**src/rtl/spi_frame_loader_if.sv**
```systemverilog
// spi_frame_loader_if
//   Bundles the signals between the SPI receiver / display FSM side and the
//   frame loader, plus the loader's outputs towards EBRController.
//   master modport : the upstream side (drives frame, data_ready, frame_end)
//   slave  modport : the loader itself
// Signals
//   data_frame  NCOLS*YWID  packed column frame, stable while data_ready is high
//   data_ready  1           level, high while a complete frame is held
//   frame_end   1           one-cycle pulse when the display row address wraps
//   y_out       YWID x NCOLS unpacked column heights
//   w_en        1           one-cycle write strobe
//   get_buffer  1           one-cycle buffer-swap strobe
//   busy        1           loader is not idle
//   frame_count 16          completed swaps (wrapping)
//   drop_count  8           rejected frames (saturating)
interface spi_frame_loader_if #(
    parameter int NCOLS = 64,
    parameter int YWID  = 6
);
    logic [NCOLS*YWID-1:0] data_frame;
    logic                  data_ready;
    logic                  frame_end;
    logic [YWID-1:0]       y_out [NCOLS];
    logic                  w_en;
    logic                  get_buffer;
    logic                  busy;
    logic [15:0]           frame_count;
    logic [7:0]            drop_count;

    modport master (
        output data_frame, data_ready, frame_end,
        input  y_out, w_en, get_buffer, busy, frame_count, drop_count
    );

    modport slave (
        input  data_frame, data_ready, frame_end,
        output y_out, w_en, get_buffer, busy, frame_count, drop_count
    );
endinterface

```
**src/rtl/spi_frame_loader.sv**
```systemverilog
// spi_frame_loader
//   Takes the column frame from the SPI receiver on each rising edge of
//   data_ready, unpacks it into NCOLS column heights, writes it to the EBR
//   back buffer with a one-cycle w_en, then requests the buffer swap on the
//   next display frame boundary (or after SWAP_TO cycles if none arrives).
// Ports
//   clk    in  system clock, rising edge
//   reset  in  asynchronous, active-low reset
//   bus    slave modport of spi_frame_loader_if (frame in, strobes/status out)
module spi_frame_loader #(
    parameter int NCOLS   = 64,
    parameter int YWID    = 6,
    parameter int MIRROR  = 0,
    parameter int SWAP_TO = 4096
) (
    input  logic                  clk,
    input  logic                  reset,
    spi_frame_loader_if.slave     bus
);
    localparam int TW = (SWAP_TO > 1) ? $clog2(SWAP_TO) : 1;
    localparam logic [TW-1:0] TO_LAST = TW'(SWAP_TO - 1);

    typedef enum logic [2:0] {
        IDLE,
        CAPTURE,
        WRITE,
        WAIT_SWAP,
        SWAP
    } state_t;

    state_t          state_reg, state_next;
    logic            rdy_reg;
    logic            new_frame;
    logic [TW-1:0]   to_cnt_reg, to_cnt_next;
    logic [15:0]     frame_count_reg;
    logic [7:0]      drop_count_reg;
    logic [YWID-1:0] field [NCOLS];
    logic [YWID-1:0] y_reg [NCOLS];

    // Column 0 sits in the most significant field (first bit shifted in).
    // With MIRROR the output order is reversed, so output k reads the
    // field of column NCOLS-1-k.
    generate
        for (genvar gi = 0; gi < NCOLS; gi++) begin : g_cols
            localparam int SRC = (MIRROR != 0) ? (NCOLS - 1 - gi) : gi;
            assign field[gi]     = bus.data_frame[NCOLS*YWID-1-SRC*YWID -: YWID];
            assign bus.y_out[gi] = y_reg[gi];
        end
    endgenerate

    assign new_frame = bus.data_ready & ~rdy_reg;

    always_comb begin
        state_next  = state_reg;
        to_cnt_next = to_cnt_reg;
        case (state_reg)
            IDLE: begin
                if (new_frame) state_next = CAPTURE;
            end
            CAPTURE: begin
                state_next = WRITE;
            end
            WRITE: begin
                to_cnt_next = '0;
                state_next  = WAIT_SWAP;
            end
            WAIT_SWAP: begin
                // frame_end and timeout in the same cycle collapse into one swap
                if (bus.frame_end || (to_cnt_reg == TO_LAST)) begin
                    state_next = SWAP;
                end else begin
                    to_cnt_next = to_cnt_reg + 1'b1;
                end
            end
            SWAP: begin
                state_next = IDLE;
            end
            default: begin
                state_next = IDLE;
            end
        endcase
    end

    always_ff @(posedge clk or negedge reset) begin
        if (!reset) begin
            state_reg       <= IDLE;
            // Held at 1 so a data_ready already high at release is not an edge
            rdy_reg         <= 1'b1;
            to_cnt_reg      <= '0;
            frame_count_reg <= '0;
            drop_count_reg  <= '0;
            for (int i = 0; i < NCOLS; i++) y_reg[i] <= '0;
        end else begin
            state_reg  <= state_next;
            rdy_reg    <= bus.data_ready;
            to_cnt_reg <= to_cnt_next;
            if (state_reg == CAPTURE) begin
                for (int i = 0; i < NCOLS; i++) y_reg[i] <= field[i];
            end
            if (state_reg == SWAP) begin
                frame_count_reg <= frame_count_reg + 16'd1;
            end
            // Any frame edge outside IDLE is an overrun and is discarded
            if (new_frame && (state_reg != IDLE) && (drop_count_reg != 8'hFF)) begin
                drop_count_reg <= drop_count_reg + 8'd1;
            end
        end
    end

    // Strobes decode straight from state, so an asynchronous reset kills
    // them immediately and they can never overlap.
    assign bus.w_en        = (state_reg == WRITE);
    assign bus.get_buffer  = (state_reg == SWAP);
    assign bus.busy        = (state_reg != IDLE);
    assign bus.frame_count = frame_count_reg;
    assign bus.drop_count  = drop_count_reg;
endmodule
```
**src/flat_wrapper.sv**
```systemverilog
// flat-port wrapper written by rule: the top's interface ports become plain ports
module spi_frame_loader_flat 
#(
    parameter int NCOLS   = 64,
    parameter int YWID    = 6,
    parameter int MIRROR  = 0,
    parameter int SWAP_TO = 4096
)
  (clk, reset, bus_data_frame, bus_data_ready, bus_frame_end, bus_y_out, bus_w_en, bus_get_buffer, bus_busy, bus_frame_count, bus_drop_count);
  spi_frame_loader_if #(.NCOLS(NCOLS), .YWID(YWID)) bus_i ();
  input  logic clk;
  input  logic reset;
  input wire logic [$bits(bus_i.data_frame)-1:0] bus_data_frame;
  input wire logic [$bits(bus_i.data_ready)-1:0] bus_data_ready;
  input wire logic [$bits(bus_i.frame_end)-1:0] bus_frame_end;
  output wire logic [$bits(bus_i.y_out)-1:0] bus_y_out;
  output wire logic [$bits(bus_i.w_en)-1:0] bus_w_en;
  output wire logic [$bits(bus_i.get_buffer)-1:0] bus_get_buffer;
  output wire logic [$bits(bus_i.busy)-1:0] bus_busy;
  output wire logic [$bits(bus_i.frame_count)-1:0] bus_frame_count;
  output wire logic [$bits(bus_i.drop_count)-1:0] bus_drop_count;
  assign bus_i.data_frame = bus_data_frame;
  assign bus_i.data_ready = bus_data_ready;
  assign bus_i.frame_end = bus_frame_end;
  assign bus_y_out = {>>{bus_i.y_out}};
  assign bus_w_en = bus_i.w_en;
  assign bus_get_buffer = bus_i.get_buffer;
  assign bus_busy = bus_i.busy;
  assign bus_frame_count = bus_i.frame_count;
  assign bus_drop_count = bus_i.drop_count;
  spi_frame_loader #(.NCOLS(NCOLS), .YWID(YWID), .MIRROR(MIRROR), .SWAP_TO(SWAP_TO)) u_core (.clk(clk), .reset(reset), .bus(bus_i));
endmodule
```
**config.mk**
```make
export PLATFORM = sky130hd
export DESIGN_NAME = spi_frame_loader_flat
export DESIGN_NICKNAME = d
export VERILOG_FILES = /design/src/rtl/spi_frame_loader_if.sv /design/src/rtl/spi_frame_loader.sv /design/src/flat_wrapper.sv
export SDC_FILE = /design/constraint.sdc
export NUM_CORES = 1
export LEC_CHECK = 0
export ABC_CLOCK_PERIOD_IN_PS = 2700
export CORE_AREA = 2 2 311 313
export CTS_CLUSTER_SIZE = 30
export DETAILED_ROUTE_END_ITERATION = 6
export DIE_AREA = 0 0 313 315
export SLEW_MARGIN = 20
export SYNTH_ARGS = -nofsm -noshare
export SYNTH_HDL_FRONTEND = slang
export SYNTH_SLANG_ARGS = --single-unit
```
**constraint.sdc**
```tcl
create_clock -name clk -period 2.7 [get_ports clk]
set_clock_uncertainty 0.1 [all_clocks]
set_input_delay 0.54 -clock clk [delete_from_list [all_inputs] [get_ports clk]]
set_output_delay 0.54 -clock clk [all_outputs]
set_load 0.02 [all_outputs]
```
== Yosys cells after proc, flatten, opt, wreduce, memory -nomap -nowiden ==
Cells that the tools add are included.
Word-level totals
  register bits: 424
  bits of input ports: 388
Operators by class
  add/subtract/negate cells: 3
  equal/unequal tests: 9
  muxes and demuxes: 5
  bitwise logic cells: 2
  reduce and logical (&&, ||, !) cells: 8
Operators by type and width (number)
  12-bit one-hot mux with 2 select lines: 1
  16-bit by 1-bit adder with 16-bit output, second input constant: 1
  12-bit by 1-bit adder with 12-bit output, second input constant: 1
  12-bit equality test, second input constant: 1
  12-bit two-way mux: 1
  3-bit one-hot mux with 4 select lines: 1
  8-bit by 1-bit adder with 8-bit output, second input constant: 1
  8-bit != test, second input constant: 1
  3-bit by 2-bit equality test with 1-bit output, second input constant: 2
  3-bit two-way mux: 2
  2-bit by 1-bit != test with 1-bit output, second input constant: 2
  2-bit AND reduction: 2
  3-bit by 1-bit equality test with 1-bit output, second input constant: 1
  3-bit equality test, second input constant: 1
  3-bit logical NOT: 1
  3-bit nonzero test: 1
  1-bit logical AND: 2
  2-bit != test, second input constant: 1
  2-bit nonzero test: 1
  1-bit AND: 1
  1-bit logical OR: 1
  1-bit inverter: 1

== Depth between registers and ports, before layout ==
Gate-level depths: netlist (run 1).
  depth after elaboration: 4
  gate-level depth with buffers: 6

== Least setup slack after synthesis (run 1) ==
OpenSTA, ideal clock, no wires.
  path kind: register to register
  start: register u_core.drop_count_reg[0] (netlist: u_core.bus.drop_count[0])
  end: register u_core.drop_count_reg[1] (netlist: u_core.bus.drop_count[1])
  library setup time: 125 ps
  arrival time: 1586 ps
  data required time: 2475 ps
  slack: 889 ps
  stages on the path, launching flop included: 5
  clock period less this slack: 1811 ps
  cells stage by stage: dfrtp_1 ha_1 nand3_1 o211ai_1 mux2_2
On the way
  longest elaborated chain between the ends: 2
  elaborated cells between the ends (all ways): 3
Ends and longest elaborated chain
  from (decl): line spi_frame_loader.sv:36  | logic [7:0] drop_count_reg;
  from (signal assigned): line spi_frame_loader.sv:105  | drop_count_reg <= drop_count_reg + 8'd1;
  branches (longest 2 deep; another with 8-bit by 1-bit adder with 8-bit output)
Parallel ways; which one is timed is not known.
A chain may end at the register's enable or synchronous reset.

== Final worst setup path (run 1) ==
  start: register u_core.state_reg[0]
  end: output port bus_busy
On the way
  longest elaborated chain between the ends: 1
Ends and longest elaborated chain
  from (decl): line spi_frame_loader.sv:31  | state_t state_reg, state_next;
  from (signal assigned): line spi_frame_loader.sv:94  | state_reg <= state_next;
  3-bit nonzero test: line spi_frame_loader.sv:114  | assign bus.busy = (state_reg != IDLE);
  to (decl): line flat_wrapper.sv:19  | output wire logic [$bits(bus_i.busy)-1:0] bus_busy;
No other way between the ends.

==> results of run 1 <==
==> final cells by class <==
class                      count  share of cell area (%)
multi-input combinational    526                    18.9
clock inverter                25                    1.22
inverter                       4                  0.0540
timing repair buffer         848                    30.8
antenna                        3                  0.0270
sequential                   424                    38.2
tap                         1276                    5.74
clock buffer                  67                    5.13
==> logic make-up (layout without fill, tap and decap cells) <==
| family | count (synthesis) | after routing | synth area share (%) |
|---|---|---|---|
| DFF | 424 | 424 | 65.5 |
| and+or+nand+nor | 90 | 90 | 3.14 |
| xor gates and xnor gates | 22 | 22 | 1.19 |
| AOI/OAI and AO/OA | 25 | 25 | 1.05 |
| other | 0 | 3 | 0 |
| adders and majority gates | 3 | 3 | 0.232 |
| buffers and inverters | 49 | 944 | 2.02 |
| muxes | 386 | 386 | 26.8 |
==> critical path, stage by stage, from the launching register on <==
cell                            delay, ns
sky130_fd_sc_hd__dfrtp_2             0.51
sky130_fd_sc_hd__or3_1               0.41
sky130_fd_sc_hd__dlygate4sd2_1       0.36
==> what timing repair did <==
item | in CTS | in global routing
setup buffers | 1 | 0
hold buffers | 1 | 0
setup endpoints to repair | 3 | 0
gates resized for setup | 5 | 0
hold endpoints to repair | 48 | 0
==> per-stage QoR <==
stage | cells | util (%) | cell area, um^2
after floorplan | 999 | - | 16200
after global placement | 3076 | 27.2 | 26000
after detailed placement | 3076 | 27.2 | 26000
after CTS | 3170 | 29.1 | 27800
after global routing | 3171 | 29.1 | 27800
final | 3173 | 29.1 | 27800
==> cells in the mapped netlist, types with 2 or more instances <==
cell and number:
sky130_fd_sc_hd__xnor2_1 12, sky130_fd_sc_hd__xor2_1 10, sky130_fd_sc_hd__o311ai_0 2, sky130_fd_sc_hd__o211ai_1 3, sky130_fd_sc_hd__or3_1 2, sky130_fd_sc_hd__nor2_1 8, sky130_fd_sc_hd__ha_1 3, sky130_fd_sc_hd__nor3b_1 2
sky130_fd_sc_hd__buf_4 36, sky130_fd_sc_hd__mux2_2 386, sky130_fd_sc_hd__and3_1 3, sky130_fd_sc_hd__clkbuf_1 2, sky130_fd_sc_hd__nor3_1 7, sky130_fd_sc_hd__buf_2 7, sky130_fd_sc_hd__a31oi_1 4, sky130_fd_sc_hd__dfrtp_1 423
sky130_fd_sc_hd__a21oi_1 2, sky130_fd_sc_hd__nor2b_1 3, sky130_fd_sc_hd__and2_1 2, sky130_fd_sc_hd__nand3_1 18, sky130_fd_sc_hd__nand4_1 6, sky130_fd_sc_hd__and4_1 4, sky130_fd_sc_hd__nand2b_1 2, sky130_fd_sc_hd__o22a_1 2
sky130_fd_sc_hd__o21ai_0 6, sky130_fd_sc_hd__inv_1 4, sky130_fd_sc_hd__nand2_1 21, sky130_fd_sc_hd__nor4_1 3, sky130_fd_sc_hd__o31a_1 2
==> per-layer routing <==
layer  vias to the layer above  track usage [%]  wire, um
met5                         -                0        72
met4                        10             4.92      2120
met3                       106             3.97      5050
met2                       514             18.6     27400
met1                      5747             11.9     20900
li1                       5273                -         -
==> worst min path at each step <==
| stage | from | endpoint | slack (ns) |
|---|---|---|---|
| 5_1_grt | bus_data_ready | u_core.rdy_reg$_DFF_PN1_ | 0.26 |
| 4_1_cts | bus_data_ready | u_core.rdy_reg$_DFF_PN1_ | 0.22 |
| 2_1_floorplan | reset | u_core.bus.drop_count[0]$_DFFE_PN0P_ | 0.14 |
| 3_3_place_gp | u_core.bus.frame_count[15]$_DFFE_PN0P_ | u_core.bus.frame_count[15]$_DFFE_PN0P_ | 0.36 |
| 6_report | bus_data_ready | u_core.rdy_reg$_DFF_PN1_ | 0.28 |
| 3_5_place_dp | u_core.bus.frame_count[13]$_DFFE_PN0P_ | u_core.bus.frame_count[13]$_DFFE_PN0P_ | 0.38 |
==> where the power goes <==
part           switching [mW]  leakage, nW  internal (mW)
Combinational            8.34         5.20           9.75
Sequential               1.90         5.05           9.54
Clock                    2.75        0.879           4.46
Total                    13.0         11.1           23.8
==> results.txt, run 1 <==
The library cell used most frequently in the layout, excluding fill and tap cells, is sky130_fd_sc_hd__clkdlybuf4s50_1. Summed over its instances, the top area cell type makes up 65.4% of the synthesized netlist area. The post-route worst hold slack is between 0.2 and 0.3 ns. The initial core utilization came out at 16.9%. In the routed design, unresolved DRC markers number 0. Adding up every negative setup slack in the final design gives 0 ns. STA classifies the critical path startpoint as a register. The cell area after synthesis is 16200 um^2. The transition at the pin with the smallest max-transition slack is around 0.56 ns.

The total number of clock tree sinks is 424. The required time at the endpoint of the critical path came out at 2.06 ns. The first-pass GRT wire length came out at 82.0 mm. The data arrival time of the critical path is ~1.9 ns.

The flip-flop and latch count after synthesis came out at about 420. The mean area per synthesized cell came out at 16.2 um^2. The smallest setup slack after layout came out at 0.185 ns. The deepest clock path buffer count came out at 3. In this run the critical register-to-register path is captured at u_core.bus.y_out[297]$_DFFE_PN0P_.

Of the synthesized area, sequential elements account for 65.5%. The area of combinational cells with multiple inputs is 5260 um^2. Total power for the finished layout comes to 36.7 mW. The number of routed nets with antenna violations is 0. For this design the static power due to leakage is 11.1 nW. The hold violation count in the final report was 0.

The area added between synthesis and finish came out at 71.7%. The type of the worst min-delay path is in2reg. Counting flops with an async set or reset pin after synthesis yields a share of 100%. The critical path starts at u_core.state_reg[0]$_DFFE_PN0P_. The hold path depth is 1.

The final setup violation count is 0. Leaving out fill and tap cells, the most frequent cells in the layout are sky130_fd_sc_hd__clkdlybuf4s50_1 (794), sky130_fd_sc_hd__dfrtp_1 (421), sky130_fd_sc_hd__mux2_2 (386), sky130_fd_sc_hd__clkbuf_16 (51), sky130_fd_sc_hd__buf_4 (34). The post-route fraction of the period consumed by the critical path is between 90% and 100%.

The area occupied by registers came out at approximately 11000 um^2. The run finished with clean final reports. The vertical extent of the die came out at 315 um. The startpoint identified for the worst register-to-register timing path is u_core.state_reg[0]$_DFFE_PN0P_. The number of top-level pins came out at 799.

For this run, the post-layout net count is 2244. The number of buffers added by the clock tree synthesis step is 49. Across the VDD grid, the largest voltage drop is 1.04 mV.

The detailed-route via count came out at 11700. For this run, the total global-route usage over all layers was measured as a little over a tenth. The die outline area is 98600 um^2. The number of antenna violations at the first check in global routing came out at 7.

The number of fill cells is 9645. Yosys attributes the largest share of cell area to sky130_fd_sc_hd__dfrtp_1 (65%), sky130_fd_sc_hd__mux2_2 (27%), sky130_fd_sc_hd__buf_4 (1.7%). The die width is 313 um. The number of pins exceeding their max-slew limit in the final report is 0.

The worst path needs approximately 2.5 ns of the cycle, external delays included. The clock tree from TritonCTS is yes. Across the run, the number of max-cap violations was 0. The worst-case setup slack after placement is between 0.3 and 0.4 ns. The most used flip-flop cell after synthesis is sky130_fd_sc_hd__dfrtp_1.

Yosys mapped a number of flops with a built-in enable equal to 0. The final estimated routing congestion in global placement came out at 0.856. The kind of capture point of the worst setup path is an output port.

The critical path is of the reg2out type. In this run the worst path has a maximum fanout of 16. The pin count of the biggest net entering global routing is 61.

The cell row count is 114. The flip-flop count of the largest register after layout is roughly 380. The warning count from the yosys run came out at 0. The length in cells of the worst reg-to-reg path came out at 4. The CTS clock-pin slew for the worst setup and hold paths is 0.06 ns.

The number of DRC markers after the initial detailed-route iteration is roughly 460. Setup repair after global routing left no endpoint under its margin. The achievable frequency is 398 MHz. The number of instances in the synthesized netlist is 999.

Synthesis produced a netlist with a net count of roughly 1400. For this run, the detailed router's first-pass iteration total came to 4. The layout cell share with drive strength beyond 1 is between 20 and 30%. The clock tree root buffer cell is sky130_fd_sc_hd__clkbuf_16. The destination of the critical timing path is bus_busy.

CTS built an H-tree with a depth of 2. The worst slew margin relative to its limit is between 60% and 70%. The detailed placer's ending HPWL is 43.9 mm.

The power per cell area came out at ~1300 nW/um^2. sky130_fd_sc_hd__dfrtp_1 takes more of the synthesized area than any other cell. Dividing the detail-routed wire length by the instance count gives 17.5 um. The worst register-to-register path has a setup slack of ~0.5 ns.

The core region is 95700 um^2. The clock insertion delay at the later pin of the skew report is 0.60 ns. Input and output buffers added on the ports amount to 798.

The number of global-route vias before repair came out at 13200. The total detailed-routing wirelength is between 50 and 60 mm. In the routed layout, each cell is associated on average with a via count of 3.67.

The synthesized netlist contains 43 unique library cells. Global routing finished with a remaining overflow of 0.
Power figures use the tool's default switching activity.
==> run 2: changes to the inputs <==
--- a/config.mk
+++ b/config.mk
@@ -10,6 +10,7 @@
 export CTS_CLUSTER_SIZE = 30
 export DETAILED_ROUTE_END_ITERATION = 6
 export DIE_AREA = 0 0 313 315
+export SETUP_SLACK_MARGIN = 0.4
 export SLEW_MARGIN = 20
 export SYNTH_ARGS = -nofsm -noshare
 export SYNTH_HDL_FRONTEND = slang
==> results.txt, run 2 (synthesis gave the netlist of run 1 again) <==
The total design power is 36.3 mW (-1.3%). The library cell used most frequently in the layout, excluding fill and tap cells, is sky130_fd_sc_hd__clkdlybuf4s50_1. The hold path depth is 1 (unchanged). The layout cell share with drive strength beyond 1 is 28.6% (+0.58 points). The pin count of the biggest net entering global routing came out at 61 (unchanged).

The number of DRC markers after the initial detailed-route iteration came out at 449 (-3.2%). The maximum vdd drop is 1.04 mV (about the same). The placeable core region came out at 95700 um^2 (unchanged). The critical path's slowest cell is sky130_fd_sc_hd__dfrtp_2.

The number of buffers added by the clock tree synthesis step is 49 (unchanged). The remaining global-route overflow is 0 (unchanged). The leakage dissipation came out at 11.6 nW (+3.9%). The length in cells of the worst reg-to-reg path came out at 5 (+1).

The cell area after layout came out at 27800 um^2 (-0.13%). The worst setup path is captured at an output port. CTS placed an instance of sky130_fd_sc_hd__clkbuf_16 at the clock tree root. In this run the critical register-to-register path is captured at u_core.bus.y_out[297]$_DFFE_PN0P_. The transition at the pin with the smallest max-transition slack came out at 0.551 ns (-0.00708 ns). The number of routed nets with antenna violations came out at 0 (unchanged). The first-pass GRT wire length came to 82.3 mm (+0.40%). The initial core utilization is 16.9% (unchanged). The number of H-tree levels came out at 2 (unchanged). The reg-to-reg critical path startpoint is u_core.state_reg[0]$_DFFE_PN0P_. The number of top-level pins came to 799 (unchanged).

The path class of the tightest hold or removal check is in2reg. The detailed-route via count is 11700 (+0.10%). The final layout net count came to 2251 (+0.31%). The achievable frequency is 445 MHz (+12%).

The final setup violation count is 0 (unchanged). The final critical path time including I/O delays and setup was 2.25 ns (-0.270 ns). Leaving out fill and tap cells, the most frequent cells in the layout are sky130_fd_sc_hd__clkdlybuf4s50_1 (665), sky130_fd_sc_hd__dfrtp_1 (420), sky130_fd_sc_hd__mux2_2 (386), sky130_fd_sc_hd__dlygate4sd2_1 (109), sky130_fd_sc_hd__clkbuf_16 (51).

The cell occurring most often along the worst timing path is sky130_fd_sc_hd__buf_4. The clock tree from TritonCTS is yes. The number of pins exceeding their max-slew limit in the final report is 0 (unchanged). The via density per instance is 3.67 (-0.12%).

The required time at the endpoint of the critical path is 2.06 ns (about the same). The worst setup path is launched from a register. Setup repair after global routing could not meet its margin everywhere. The cell row count came out at 114 (unchanged). The number of standard cells in the final layout excluding fillers is 3180 (+0.22%).

The delay contributed by the slowest stage of the critical path is 0.44 ns (-0.07 ns). The final estimated routing congestion in global placement came out at 0.856 (unchanged). The core occupancy in the finished layout came out at 29.0% (-0.037 points). The die outline area is 98600 um^2 (unchanged).

The iteration count of the initial detailed-routing pass came out at 4 (unchanged). The cell family contributing the most delay on the critical path is flip-flops. The hold violation count in the final report is 0 (unchanged).

The setup slack of the worst register-to-register path is 0.55 ns (+0.04 ns). The area of combinational cells with multiple inputs came out at 5270 um^2 (+0.21%). The post-route fraction of the period consumed by the critical path is 83.2% (-10 points). The data arrival time of the critical path is 1.61 ns (-0.27 ns). The power per cell area is 1310 nW/um^2 (-1.2%).

The worst slew margin relative to its limit was 63.0% (+0.48 points). The total number of clock tree sinks came out at 424 (unchanged). The count of input and output buffers came out at 798 (unchanged). The aggregate negative setup slack was 0 ns (unchanged). The mean routed wirelength per cell came out at 17.5 um (about the same). The detailed placer's ending HPWL came out at 43.9 mm (unchanged).

In this run the most critical hold path is launched from bus_data_ready. The number of antenna violations at the first check in global routing came to 7 (unchanged). The area added between synthesis and finish came out at 71.5%. The deepest clock path buffer count came to 3 (unchanged).

The clock insertion delay at the later pin of the skew report is 0.60 ns (about the same). The flow ran to the end, and the final reports show no timing, DRC or antenna violations. The number of fill cells is 9717 (+0.75%). The flip-flop count of the largest register after layout is 384 (unchanged).

The cell count after placement came out at 3076 (unchanged). The total DRC errors in the routed layout came out at 0 (unchanged). The count of buffering cells on the critical path with inverters included is 3 (+2).

The CTS clock-pin slew for the worst setup and hold paths is 0.06 ns (about the same). The cell area reported after detailed placement came out at 26000 um^2 (unchanged). The total track usage is 10.9% (+0.038 points). The die width came out at 313 um (unchanged). The total detailed-routing wirelength is 55.7 mm (+0.28%).

The number of global-route vias before repair is 13200 (+0.60%). The max-capacitance violation count is 0 (unchanged). The worst-path maximum fanout was 13 (-3). The critical path goes through buf_4, nand2b_1, inv_1, buf_4. For hold timing, the worst endpoint is u_core.rdy_reg$_DFF_PN1_. The area occupied by registers is 10600 um^2 (about the same). The vertical extent of the die is 315 um (unchanged).

The critical path in this run is classified as reg2out.
-- run 2: cell types whose count changed in the layout (fill, tap and decap cells not counted), sizes merged --
cell and change:
clkbuf +2, dlygate4sd2 +106, clkdlybuf4s50 -129, buf +9
dlymetal6s2s +19
-- run 2: final cells by class --
type                       instances  share of cell area [%]
antenna                            3                  0.0270
clock buffer                      67                    5.13
clock inverter                    25                    1.22
inverter                           4                  0.0540
multi-input combinational        526                    19.0
sequential                       424                    38.2
tap                             1276                    5.75
timing repair buffer             855                    30.6
-- run 2: how the worst max path moves through the flow --
stage | to | start | slack [ns] | cells after the start
2_1_floorplan | u_core.bus.drop_count[1]$_DFFE_PN0P_ | u_core.bus.drop_count[0]$_DFFE_PN0P_ | 0.89 | 4
3_3_place_gp | u_core.to_cnt_reg[9]$_DFFE_PN0P_ | bus_frame_end | 0.34 | 5
3_5_place_dp | u_core.to_cnt_reg[10]$_DFFE_PN0P_ | bus_frame_end | 0.35 | 5
4_1_cts | bus_w_en | u_core.state_reg[0]$_DFFE_PN0P_ | 0.36 | 4
5_1_grt | bus_w_en | u_core.state_reg[0]$_DFFE_PN0P_ | 0.34 | 4
6_report | bus_w_en | u_core.state_reg[0]$_DFFE_PN0P_ | 0.45 | 4
-- run 2: per-layer routing --
layer	routed length (um)	vias to the layer above	global-route usage (%)
li1	-	5285	-
met1	20900	5741	11.9
met2	27600	522	18.8
met3	4970	104	3.98
met4	2110	10	4.92
met5	72	-	0
-- run 2: what timing repair did --
| item | in CTS | in global routing |
|---|---|---|
| hold endpoints to repair | 48 | 0 |
| gates resized for setup | 125 | 24 |
| pin swaps | 2 | 0 |
| setup buffers | 8 | 0 |
| hold buffers | 1 | 0 |
| setup endpoints to repair | 160 | 67 |
-- run 2: where the power goes --
| group | total (mW) | switching [mW] | internal [mW] | leakage, nW |
|---|---|---|---|---|
| Combinational | 17.7 | 8.38 | 9.29 | 5.64 |
| Clock | 7.21 | 2.75 | 4.46 | 0.879 |
| Sequential | 11.4 | 1.84 | 9.54 | 5.05 |
-- run 2: through the flow --
step	hold WS [ns]	setup WS, ns
floorplan	0.144	0.889
global route	0.262	0.345
detailed placement	0.381	0.349
global placement	0.364	0.345
CTS	0.223	0.359
finish	0.286	0.454
